$ cat src/rtl/spi_capture_pkg.sv
// Shared types and constants for the SPI frame capture controller:
// FSM state encoding, per-buffer occupancy state and buffer count.
package spi_capture_pkg;

  // Number of ping-pong frame buffers; buffer index is one bit wide.
  localparam int NUM_BUFS  = 2;
  localparam int BUF_IDX_W = 1;

  // Capture sequencer states.
  typedef enum logic [1:0] {
    ST_IDLE    = 2'd0,
    ST_CAPTURE = 2'd1,
    ST_DROP    = 2'd2,
    ST_OVERRUN = 2'd3
  } capture_state_t;

  // Occupancy of one frame buffer.
  typedef enum logic [1:0] {
    BUF_FREE    = 2'd0,
    BUF_FILLING = 2'd1,
    BUF_FULL    = 2'd2
  } buf_state_t;

endpackage

$ cat src/rtl/sync_edge_detect.sv
// Two-flop synchronizer for an asynchronous level, followed by one edge
// register; emits single-cycle rise/fall pulses on the synchronized level.
module sync_edge_detect #(
  parameter logic RESET_VAL = 1'b1
) (
  input  logic i_clk,
  input  logic i_rst_n,
  input  logic i_async,
  output logic o_rise,
  output logic o_fall
);

  logic r_sync_1;
  logic r_sync_2;
  logic r_edge_prev;

  // Metastability chain plus one-cycle-delayed copy for edge comparison.
  always_ff @(posedge i_clk or negedge i_rst_n) begin
    if (!i_rst_n) begin
      r_sync_1    <= RESET_VAL;
      r_sync_2    <= RESET_VAL;
      r_edge_prev <= RESET_VAL;
    end else begin
      r_sync_1    <= i_async;
      r_sync_2    <= r_sync_1;
      r_edge_prev <= r_sync_2;
    end
  end

  assign o_rise = r_sync_2 & ~r_edge_prev;
  assign o_fall = ~r_sync_2 & r_edge_prev;

endmodule

$ cat src/rtl/spi_frame_capture_ctrl.sv
// Sequences pixels from the SPI receiver into two ping-pong frame buffers,
// framing on chip-select, and queues completed frames for the consumer.
// Optional macro FRAME_STATS_EN adds saturating good/bad frame counters.
module spi_frame_capture_ctrl
  import spi_capture_pkg::*;
#(
  parameter int DATA_WIDTH = 8,
  parameter int H_RES      = 320,
  parameter int V_RES      = 240,
  parameter int ADDR_WIDTH = $clog2(H_RES*V_RES)
) (
  input  logic                  clk_in,
  input  logic                  rst_n_in,
  input  logic                  chip_sel_in,
  input  logic [DATA_WIDTH-1:0] pixel_in,
  input  logic                  pixel_valid_in,
  output logic                  wr_en_out,
  output logic                  wr_buf_out,
  output logic [ADDR_WIDTH-1:0] wr_addr_out,
  output logic [DATA_WIDTH-1:0] wr_data_out,
  output logic                  frame_ready_out,
  output logic                  frame_buf_out,
  input  logic                  frame_ack_in,
  output logic                  frame_done_out,
  output logic                  frame_err_out
`ifdef FRAME_STATS_EN
  ,
  output logic [15:0]           frames_ok_out,
  output logic [15:0]           frames_err_out
`endif
);

  localparam int FRAME_PIXELS = H_RES * V_RES;
  // One extra state beyond the last address: "count reached frame size".
  localparam int CNT_WIDTH    = $clog2(FRAME_PIXELS + 1);
  localparam logic [CNT_WIDTH-1:0] LP_FRAME_PIX = CNT_WIDTH'(FRAME_PIXELS);

  // CS edge pulses from the synchronizer; CS idles high.
  logic w_cs_rise;
  logic w_cs_fall;

  sync_edge_detect #(
    .RESET_VAL (1'b1)
  ) u_cs_sync (
    .i_clk   (clk_in),
    .i_rst_n (rst_n_in),
    .i_async (chip_sel_in),
    .o_rise  (w_cs_rise),
    .o_fall  (w_cs_fall)
  );

  // Sequencer and frame bookkeeping registers.
  capture_state_t        r_state;
  capture_state_t        w_state_next;
  logic [CNT_WIDTH-1:0]  r_count;
  logic [CNT_WIDTH-1:0]  w_count_next;
  logic [BUF_IDX_W-1:0]  r_cur_buf;
  logic [BUF_IDX_W-1:0]  w_cur_buf_next;
  logic                  r_long;
  logic                  w_long_next;

  buf_state_t            r_buf_state      [NUM_BUFS];
  buf_state_t            w_buf_state_next [NUM_BUFS];
  logic [NUM_BUFS-1:0]   w_buf_free;

  // Completed-frame FIFO: slot 0 is the head.
  logic [BUF_IDX_W-1:0]  r_fifo      [NUM_BUFS];
  logic [BUF_IDX_W-1:0]  w_fifo_next [NUM_BUFS];
  logic [1:0]            r_fifo_cnt;
  logic [1:0]            w_fifo_cnt_next;

  // Registered write port and status pulses.
  logic                  r_wr_en;
  logic                  w_wr_en_next;
  logic                  r_wr_buf;
  logic                  w_wr_buf_next;
  logic [ADDR_WIDTH-1:0] r_wr_addr;
  logic [ADDR_WIDTH-1:0] w_wr_addr_next;
  logic [DATA_WIDTH-1:0] r_wr_data;
  logic [DATA_WIDTH-1:0] w_wr_data_next;
  logic                  r_frame_done;
  logic                  w_done_next;
  logic                  r_frame_err;
  logic                  w_err_next;

  logic                  w_push;
  logic                  w_pop;
  logic                  w_any_free;
  logic [BUF_IDX_W-1:0]  w_free_idx;

  genvar gi;

  // Per-buffer free flags for allocation.
  generate
    for (gi = 0; gi < NUM_BUFS; gi++) begin : g_free
      assign w_buf_free[gi] = (r_buf_state[gi] == BUF_FREE);
    end
  endgenerate

  assign w_any_free = |w_buf_free;
  assign w_free_idx = w_buf_free[0] ? 1'b0 : 1'b1;

  // Next-state logic: frame sequencing, buffer states, write port, FIFO.
  always_comb begin
    w_state_next   = r_state;
    w_count_next   = r_count;
    w_cur_buf_next = r_cur_buf;
    w_long_next    = r_long;
    for (int i = 0; i < NUM_BUFS; i++) begin
      w_buf_state_next[i] = r_buf_state[i];
      w_fifo_next[i]      = r_fifo[i];
    end
    w_fifo_cnt_next = r_fifo_cnt;
    w_wr_en_next    = 1'b0;
    w_wr_buf_next   = r_wr_buf;
    w_wr_addr_next  = r_wr_addr;
    w_wr_data_next  = r_wr_data;
    w_done_next     = 1'b0;
    w_err_next      = 1'b0;
    w_push          = 1'b0;
    w_pop           = 1'b0;

    case (r_state)
      ST_IDLE: begin
        // Allocation looks at pre-ack state; a buffer freed this cycle
        // becomes available from the next frame on.
        if (w_cs_fall) begin
          if (w_any_free) begin
            w_buf_state_next[w_free_idx] = BUF_FILLING;
            w_cur_buf_next               = w_free_idx;
            w_count_next                 = '0;
            w_long_next                  = 1'b0;
            w_state_next                 = ST_CAPTURE;
          end else begin
            w_state_next = ST_DROP;
          end
        end
      end

      ST_CAPTURE: begin
        if (pixel_valid_in) begin
          w_wr_en_next   = 1'b1;
          w_wr_buf_next  = r_cur_buf;
          w_wr_addr_next = r_count[ADDR_WIDTH-1:0];
          w_wr_data_next = pixel_in;
          w_count_next   = r_count + CNT_WIDTH'(1);
        end
        if (w_cs_rise) begin
          if (w_count_next == LP_FRAME_PIX) begin
            w_buf_state_next[r_cur_buf] = BUF_FULL;
            w_push                      = 1'b1;
            w_done_next                 = 1'b1;
          end else begin
            // Short frame: discard and release the buffer.
            w_buf_state_next[r_cur_buf] = BUF_FREE;
            w_err_next                  = 1'b1;
          end
          w_state_next = ST_IDLE;
        end else if (w_count_next == LP_FRAME_PIX) begin
          w_state_next = ST_OVERRUN;
        end
      end

      ST_OVERRUN: begin
        // Frame is complete; extra pixels only mark the frame as long.
        if (pixel_valid_in) begin
          w_long_next = 1'b1;
        end
        if (w_cs_rise) begin
          w_buf_state_next[r_cur_buf] = BUF_FULL;
          w_push                      = 1'b1;
          w_done_next                 = 1'b1;
          w_err_next                  = w_long_next;
          w_state_next                = ST_IDLE;
        end
      end

      ST_DROP: begin
        if (w_cs_rise) begin
          w_err_next   = 1'b1;
          w_state_next = ST_IDLE;
        end
      end

      default: begin
        w_state_next = ST_IDLE;
      end
    endcase

    // Consumer release of the head frame; ignored when nothing is queued.
    w_pop = frame_ack_in && (r_fifo_cnt != 2'd0);
    if (w_pop) begin
      w_buf_state_next[r_fifo[0]] = BUF_FREE;
    end

    // FIFO update; simultaneous pop and push keep the count.
    if (w_push && w_pop) begin
      if (r_fifo_cnt == 2'd1) begin
        w_fifo_next[0] = r_cur_buf;
      end else begin
        w_fifo_next[0] = r_fifo[1];
        w_fifo_next[1] = r_cur_buf;
      end
    end else if (w_push) begin
      if (r_fifo_cnt == 2'd0) begin
        w_fifo_next[0] = r_cur_buf;
      end else begin
        w_fifo_next[1] = r_cur_buf;
      end
      w_fifo_cnt_next = r_fifo_cnt + 2'd1;
    end else if (w_pop) begin
      w_fifo_next[0]  = r_fifo[1];
      w_fifo_cnt_next = r_fifo_cnt - 2'd1;
    end
  end

  // FSM state register.
  always_ff @(posedge clk_in or negedge rst_n_in) begin
    if (!rst_n_in) begin
      r_state <= ST_IDLE;
    end else begin
      r_state <= w_state_next;
    end
  end

  // Frame bookkeeping, write port and status pulse registers.
  always_ff @(posedge clk_in or negedge rst_n_in) begin
    if (!rst_n_in) begin
      r_count      <= '0;
      r_cur_buf    <= '0;
      r_long       <= 1'b0;
      r_fifo_cnt   <= 2'd0;
      r_wr_en      <= 1'b0;
      r_wr_buf     <= 1'b0;
      r_wr_addr    <= '0;
      r_wr_data    <= '0;
      r_frame_done <= 1'b0;
      r_frame_err  <= 1'b0;
    end else begin
      r_count      <= w_count_next;
      r_cur_buf    <= w_cur_buf_next;
      r_long       <= w_long_next;
      r_fifo_cnt   <= w_fifo_cnt_next;
      r_wr_en      <= w_wr_en_next;
      r_wr_buf     <= w_wr_buf_next;
      r_wr_addr    <= w_wr_addr_next;
      r_wr_data    <= w_wr_data_next;
      r_frame_done <= w_done_next;
      r_frame_err  <= w_err_next;
    end
  end

  // Per-buffer occupancy state and FIFO slot registers.
  generate
    for (gi = 0; gi < NUM_BUFS; gi++) begin : g_buf_regs
      always_ff @(posedge clk_in or negedge rst_n_in) begin
        if (!rst_n_in) begin
          r_buf_state[gi] <= BUF_FREE;
          r_fifo[gi]      <= '0;
        end else begin
          r_buf_state[gi] <= w_buf_state_next[gi];
          r_fifo[gi]      <= w_fifo_next[gi];
        end
      end
    end
  endgenerate

  assign wr_en_out       = r_wr_en;
  assign wr_buf_out      = r_wr_buf;
  assign wr_addr_out     = r_wr_addr;
  assign wr_data_out     = r_wr_data;
  assign frame_ready_out = (r_fifo_cnt != 2'd0);
  assign frame_buf_out   = r_fifo[0];
  assign frame_done_out  = r_frame_done;
  assign frame_err_out   = r_frame_err;

`ifdef FRAME_STATS_EN
  logic [15:0] r_frames_ok;
  logic [15:0] r_frames_err;

  // Saturating tallies of emitted done/error pulses.
  always_ff @(posedge clk_in or negedge rst_n_in) begin
    if (!rst_n_in) begin
      r_frames_ok  <= 16'd0;
      r_frames_err <= 16'd0;
    end else begin
      if (r_frame_done && (r_frames_ok != 16'hFFFF)) begin
        r_frames_ok <= r_frames_ok + 16'd1;
      end
      if (r_frame_err && (r_frames_err != 16'hFFFF)) begin
        r_frames_err <= r_frames_err + 16'd1;
      end
    end
  end

  assign frames_ok_out  = r_frames_ok;
  assign frames_err_out = r_frames_err;
`else
  // Statistics counters are not built in this configuration.
`endif

endmodule

$ cat config.mk
export PLATFORM = sky130hd
export DESIGN_NAME = spi_frame_capture_ctrl
export DESIGN_NICKNAME = d
export VERILOG_FILES = /design/src/rtl/spi_capture_pkg.sv /design/src/rtl/sync_edge_detect.sv /design/src/rtl/spi_frame_capture_ctrl.sv
export SDC_FILE = /design/constraint.sdc
export NUM_CORES = 1
export LEC_CHECK = 0
export CORE_ASPECT_RATIO = 1.2
export CORE_UTILIZATION = 56
export CTS_BUF_LIST = sky130_fd_sc_hd__clkbuf_8
export DETAILED_ROUTE_END_ITERATION = 10
export HOLD_SLACK_MARGIN = 0.15
export PLACE_DENSITY = 0.82
export SYNTH_ARGS = -nofsm -noshare
export SYNTH_HDL_FRONTEND = slang
export SYNTH_HIERARCHICAL = 1
export SYNTH_SLANG_ARGS = --single-unit
$ cat constraint.sdc
create_clock -name clk_in -period 3.7 [get_ports clk_in]
set_input_delay 0.74 -clock clk_in [delete_from_list [all_inputs] [get_ports clk_in]]
set_output_delay 0.74 -clock clk_in [all_outputs]
set_load 0.02 [all_outputs]
==> results.py, run 1 <==
metrics = {
    "critical_path": {
        "worstSetupPathType": "input pin to register",
        "critical_path.startpoint": "pixel_valid_in",
        "worstReg2RegStart": "r_count[0]",
        "setup.worst_path.end_class": "register",
        "cp_slowest_cell": "clkdlybuf4s50_1",
        "cp_arrival_ns": 3.76,
        "worstPathCellList": "clkdlybuf4s50_1, nand3_1, or3_1, o21a_1, o221ai_2, o31a_4, nor2_1, ha_1, inv_1, nand2_1, or4_1, a21o_1, a31oi_1",
        "worst-endpoint-required_ns": 3.97,
        "path_buf_inv": 2,
        "timing.critical_path.max_delay_family": "simple AND/OR/NAND/NOR gates",
        "critical_path.max_fanout": 5,
        "crit_path_start_kind": "input pin",
        "slowest_cell_delay_on_critical_path_ns": 0.60,
    },
    "logic_synthesis": {
        "ys_async_sr_fraction_pct": 100,
        "synth-seq-area-share_pct": 49.7,
        "yosysWarnings": 6,
        "synth_area_leaders": "dfrtp_1 (47%), nand2_1 (11%), o21ai_0 (4.6%)",
        "netlist_top_cells_count": "nand2_1 (94), dfrtp_1 (58), o21ai_0 (28), nor2_1 (17), a21oi_1 (15)",
        "count_of_state_elements_after_synthesis": 61,
        "syn_area_sq_um": 3080,
        "yosysTopAreaCell": "dfrtp_1",
        "synth_top_area_share_pct": 47.2,
        "ys_dominant_reg_cell": "dfrtp_1",
        "synthesis.instances": 343,
        "post_synth_num_cell_types": 59,
        "mappedNetlistNets": 360,
        "avg_cell_area_syn_sq_um": 8.97,
        "synth_enable_flop_cells": 0,
        "yosysMostFrequentCell": "nand2_1",
    },
    "placed_design": {
        "post_dp_cell_area_sq_um": 3620,
        "post-dp-hpwl_um": 5070,
        "placed_cells_incl_taps": 446,
        "portBuffers": 43,
        "gp_routability_congestion": 0.901,
    },
    "detailed_routing": {
        "routed_wirelength_um": 7150,
        "num_vias": 2682,
        "drt.antenna.violating_nets": 0,
        "drc_violations_left": 0,
        "dr.pass1.iters": 5,
        "detail_route.vias_per_cell": 5.82,
        "detailed_route_iter0_violations": 158,
        "post_drt_wl_per_cell_um": 15.5,
    },
    "power_and_ir_drop": {
        "p_seq_share_pct": 40.5,
        "ir_worst_vdd_v": 0.000604,
        "power_density_nw_per_um2": 611,
        "power.net_switching_mw": 0.906,
        "swShare_pct": 39.1,
        "part_of_the_total_power_dissipated_in_the_clock_network_pct": 21.9,
        "p_leak_nw": 1.73,
        "power_report.internal_total_mw": 1.41,
        "power.total_mw": 2.32,
        "fraction_of_power_consumed_by_combinational_cells_pct": 37.6,
    },
    "min_path": {
        "timing.hold.worst.class": "register to register",
        "min-delay-start": "u_cs_sync/r_sync_1",
    },
    "global_route": {
        "grt_pass1_vias": 2685,
        "global_route.overflow_total": 0,
        "global_route_wire_length_before_repair_um": 12300,
        "grt_max_degree": 36,
        "gr-usage-all-layers_pct": 26.8,
        "initial_antenna_violation_count": 0,
    },
    "timing": {
        "timing_worst_slew_pin_value_ns": 0.764,
        "period_needed_ns": 3.49,
        "fmax_mhz": 287,
        "timing.max_slew.rel_slack_pct": 48.9,
        "rsz0062_at_grt": "no",
        "drv_slew": 0,
        "finClkSkew_ns": 0.0130,
        "finalHoldViolations": 0,
        "final_min_period_over_clock_period_pct": 94.3,
        "setup_viol_count_final": 0,
    },
    "clock_network": {
        "htreeDepth": 3,
        "holdBufCountCts": 0,
        "clock_tree.root_cell": "clkbuf_8",
        "cts_inserted_buffers": 9,
        "tritoncts": "done",
        "tritoncts_num_sinks": 61,
        "cts_max_path_buffers": 2,
        "post-cts-setup-buffer-count": 0,
        "clock_insertion_delay_worst_skew_ns": 0.35,
        "path_clk_slew_ns": 0.07,
    },
    "die": {
        "start_util_pct": 58.1,
        "pin_count": 44,
        "rows": 29,
        "fp.dieArea_sq_um": 5800,
        "core_area_sq_um": 5300,
        "die_w_um": 69.7,
        "chipHeight_um": 83.2,
    },
    "cells_and_area": {
        "fillers": 430,
        "final_core_utilization_pct": 71.6,
        "stdcell_count": 461,
        "area.growth.synth_to_final_pct": 23.3,
        "fraction_of_layout_cells_with_a_size_suffix_above_1_pct": 12.0,
        "insertedDiodeCount": 0,
        "final_design_area_no_fill_sq_um": 3790,
        "final_nets": 412,
    },
    "run_status": {
        "run_status": "finished, final reports clean",
    },
    "job": {
        "max_cap_viol_count": 0,
    },
}
==> per-stage QoR <==
| step | setup TNS [ns] | setup slack [ns] | hold WS [ns] |
|---|---|---|---|
| 6_report | 0 | 0.212 | 0.359 |
| 5_1_grt | 0 | 0.00560 | 0.368 |
| 4_1_cts | 0 | 0.199 | 0.360 |
| 3_5_place_dp | -0.232 | -0.121 | 0.348 |
| 3_3_place_gp | 0 | 0.00525 | 0.349 |
| 2_1_floorplan | 0 | 0.467 | 0.345 |
==> routing by layer <==
layer / wire, um / share of wire (%) / up-vias / global-route usage, %
met1: 3140 / 44 / 1309 / 33.9
met3: 262 / 3.7 / 12 / 5.95
met2: 3640 / 51 / 59 / 45.2
met5: 0 / 0 / - / 0
li1: - / - / 1302 / -
met4: 107 / 1.5 / 0 / 9.27
==> cell families after synthesis <==
logic type / share of synthesized area, %
and+or+nand+nor: 24.8
adders and majority gates: 1.63
muxes: 0.366
xor gates and xnor gates: 1.38
AOI/OAI and AO/OA: 17.3
DFF: 49.7
buffers and inverters: 4.80
==> what timing repair did <==
action,in CTS,in global routing
resized for setup,0,1
setup endpoints to repair,0,1
endpoints found under the hold margin,0,0
==> layout by cell type (no fill, tap or decap), types with 3 or more instances in the layout <==
cell / n
a21oi_1: 15
a31oi_1: 3
and3_1: 3
buf_4: 19
clkbuf_8: 10
clkdlybuf4s50_1: 42
dfrtp_1: 58
dfstp_2: 3
ha_1: 4
inv_1: 12
nand2_1: 94
nand3_1: 8
nand4_1: 8
nor2_1: 17
nor2b_1: 3
nor3_1: 9
o21ai_0: 28
o22ai_1: 4
o31ai_1: 3
o41ai_1: 3
or3_1: 3
==> worst reg2reg max path, delay by kind of cell (launching register included) <==
family / cells / cell delay (ns)
AOI/OAI and AO/OA: 5 / 0.95
buffers and inverters: 1 / 0.11
and+or+nand+nor: 5 / 1.15
DFF: 1 / 0.51
adders and majority gates: 2 / 0.57
==> worst paths after layout <==
kind / cells past startpoint / endpoint / slack (ns)
setup / recovery: 13 / frame_buf_out / 0.21
hold / removal: 0 / u_cs_sync/r_sync_2 / 0.36
setup reg to reg: 13 / frame_buf_out / 0.36
hold reg to reg: 0 / u_cs_sync/r_sync_2 / 0.36
max in group asynchronous: 2 / u_cs_sync/r_sync_2 / 2.41
min in group asynchronous: 1 / r_count[15] / 0.39
==> sequential cells by signal (all words and copies together) (netlist names) <==
name and cells:
r_state 2, wr_addr_out 17, u_cs_sync/r_sync_2 1, wr_data_out 8, u_cs_sync/r_sync_1 1, wr_en_out 1, r_buf_state 4, r_fifo_cnt 2
frame_err_out 1, u_cs_sync/r_edge_prev 1, r_long 1, r_fifo 1, frame_done_out 1, r_cur_buf 1, wr_buf_out 1, r_count 17
frame_buf_out 1
==> power by group through the flow <==
stage | logic [mW] | clock network (mW) | registers [mW]
floorplan | 0.458 | 0 | 1.01
global placement | 0.845 | 0 | 0.937
detailed placement | 0.873 | 0 | 0.948
CTS | 0.880 | 0.511 | 0.939
global route | 0.954 | 0.539 | 0.960
finish | 0.871 | 0.508 | 0.939
==> final cells by class <==
cell class	instances	area (sq um)	share of cell area (%)
inverter	12	45.0	1.19
clock buffer	10	138	3.63
clock inverter	5	28.8	0.759
timing repair buffer	62	568	15.0
sequential	61	1530	40.3
tap	62	77.6	2.04
multi-input combinational	249	1410	37.1
Note: power is estimated with default switching activity, not from simulation.
==> run 2: changes to the inputs <==
Settings changed: CTS_CLUSTER_SIZE from default to 25.
==> results of run 2 <==
The final DEF is identical to that of run 1; final timing and power are the same.
==> run 3: changes to the inputs <==
Settings changed: CORE_UTILIZATION 56 to 60, PLACE_DENSITY 0.82 to 0.87, TNS_END_PERCENT from default to 30.
Clock period 3.7 ns to 4.3 ns, I/O delays scaled along.
==> run 3 against run 2 <==
  * Register-to-register slack improved by 0.51 ns
  * Non-clock buffer count decreased by 13
  * Count of clock-buffer cells in the layout decreased by 1
  * Critical path type unchanged
  * Critical endpoint unchanged
  * Largest cell class unchanged
==> results.py, run 3 (synthesized netlist as in run 1, its figures left out) <==
metrics = {
    "global_route": {
        "grt_max_degree": 33,
        "global_route.overflow_total": 0,
        "initial_antenna_violation_count": 0,
        "gr-usage-all-layers_pct": 27.9,
        "grt_pass1_vias": 2463,
        "global_route_wire_length_before_repair_um": 11000,
    },
    "cells_and_area": {
        "stdcell_count": 447,
        "final_design_area_no_fill_sq_um": 3720,
        "final_nets": 399,
        "fraction_of_layout_cells_with_a_size_suffix_above_1_pct": 9.30,
        "mostFrequentLayoutCells": "nand2_1 (94), dfrtp_1 (58), clkdlybuf4s50_1 (42)",
        "area.growth.synth_to_final_pct": 20.9,
        "final_core_utilization_pct": 75.3,
        "final_common_cell": "nand2_1",
        "insertedDiodeCount": 0,
    },
    "critical_path": {
        "cp_arrival_ns": 3.95,
        "worstReg2RegStart": "r_count[0]",
        "worstRegToRegCells": 13,
        "rr_endpoint": "frame_buf_out",
        "ff2ff_setup_slack_ns": 0.87,
        "setup.worst_path.end_class": "register",
        "critical_path.max_fanout": 8,
        "crit_path_end": "frame_buf_out",
        "worst-endpoint-required_ns": 4.56,
        "worstSetupPathType": "input pin to register",
        "crit_path_start_kind": "input pin",
        "critical_path.startpoint": "pixel_valid_in",
    },
    "detailed_routing": {
        "drc_violations_left": 0,
        "detail_route.vias_per_cell": 5.84,
        "post_drt_wl_per_cell_um": 14.7,
        "detailed_route_iter0_violations": 222,
        "dr.pass1.iters": 6,
        "drt.antenna.violating_nets": 0,
        "routed_wirelength_um": 6560,
        "num_vias": 2612,
    },
    "power_and_ir_drop": {
        "power_density_nw_per_um2": 546,
        "power.total_mw": 2.03,
        "part_of_the_total_power_dissipated_in_the_clock_network_pct": 24.6,
        "power.net_switching_mw": 0.774,
        "ir_worst_vdd_v": 0.000380,
        "fraction_of_power_consumed_by_combinational_cells_pct": 35.5,
        "p_leak_nw": 1.68,
        "power_report.internal_total_mw": 1.26,
        "p_seq_share_pct": 39.8,
        "swShare_pct": 38.2,
    },
    "timing": {
        "timing.max_slew.rel_slack_pct": 51.5,
        "rsz0062_at_grt": "no",
        "holdWs_ns": 0.360,
        "final_min_period_over_clock_period_pct": 85.9,
        "fmax_mhz": 271,
        "postLayoutSetupSlackWorst_ns": 0.606,
        "setup_tns_ns": 0,
        "period_needed_ns": 3.69,
        "setup_viol_count_final": 0,
        "drv_slew": 0,
        "finClkSkew_ns": 0.00887,
        "finalHoldViolations": 0,
        "timing_worst_slew_pin_value_ns": 0.723,
    },
    "run_status": {
        "run_status": "finished, final reports clean",
    },
    "clock_network": {
        "tritoncts_num_sinks": 61,
        "cts_inserted_buffers": 9,
        "cts_max_path_buffers": 2,
        "cts.repair.resized": 0,
        "htreeDepth": 3,
        "clock_insertion_delay_worst_skew_ns": 0.34,
        "clock_tree.root_cell": "clkbuf_8",
        "post-cts-setup-buffer-count": 0,
        "tritoncts": "done",
        "holdBufCountCts": 0,
        "path_clk_slew_ns": 0.07,
    },
    "placed_design": {
        "post_dp_cell_area_sq_um": 3520,
        "post-dp-hpwl_um": 4490,
        "place_ws_ns": 0.253,
        "portBuffers": 43,
        "placed_cells_incl_taps": 431,
        "gp_routability_congestion": 0.892,
    },
    "die": {
        "chipHeight_um": 80.5,
        "rows": 28,
        "start_util_pct": 62.3,
        "core_area_sq_um": 4940,
        "pin_count": 44,
        "die_w_um": 67.4,
        "fp.dieArea_sq_um": 5420,
    },
    "min_path": {
        "timing.hold.worst.class": "register to register",
        "min-delay-start": "u_cs_sync/r_sync_1",
    },
    "job": {
        "max_cap_viol_count": 0,
    },
}
[run 3: how the worst min path moves through the flow]
stage	to	cells past startpoint	slack, ns
6_report	u_cs_sync/r_sync_2	0	0.36
5_1_grt	u_cs_sync/r_sync_2	0	0.36
4_1_cts	u_cs_sync/r_sync_2	0	0.37
3_5_place_dp	u_cs_sync/r_sync_2	0	0.35
3_3_place_gp	u_cs_sync/r_sync_2	0	0.35
2_1_floorplan	u_cs_sync/r_sync_2	0	0.35
[run 3: area by class of cell]
| class | instances | area, sq um |
|---|---|---|
| clock buffer | 9 | 124 |
| tap | 60 | 75.1 |
| multi-input combinational | 249 | 1400 |
| clock inverter | 7 | 75.1 |
| fill | 344 | 1220 |
| sequential | 61 | 1530 |
| inverter | 12 | 45.0 |
| timing repair buffer | 49 | 470 |
[run 3: per-layer routing]
metal / GRT usage, % / vias to the layer above / wire length, um / part of all wire [%]
met1: 32.1 / 1234 / 2860 / 44
met3: 8.81 / 17 / 315 / 4.8
li1: - / 1275 / - / -
met4: 11.1 / 0 / 103 / 1.6
met5: 0 / - / 0 / 0
met2: 47.3 / 86 / 3290 / 50
[run 3: worst max-delay path, cell delays in order]
cell and delay [ns]:
clkdlybuf4s50_1 0.58, buf_4 0.19, and4_1 0.36, nor4b_1 0.09, a211o_1 0.23, nand4b_1 0.16
o31a_4 0.21, nor2_1 0.08, ha_1 0.23, inv_1 0.09, nand2_1 0.08, or4_1 0.44
a21o_1 0.20, a31oi_1 0.14
[run 3: power by group through the flow]
| stage | clock network, mW | registers (mW) | logic, mW |
|---|---|---|---|
| floorplan | 0 | 0.867 | 0.394 |
| global placement | 0 | 0.810 | 0.709 |
| detailed placement | 0 | 0.816 | 0.719 |
| CTS | 0.509 | 0.807 | 0.726 |
| global route | 0.541 | 0.826 | 0.797 |
| finish | 0.500 | 0.808 | 0.721 |
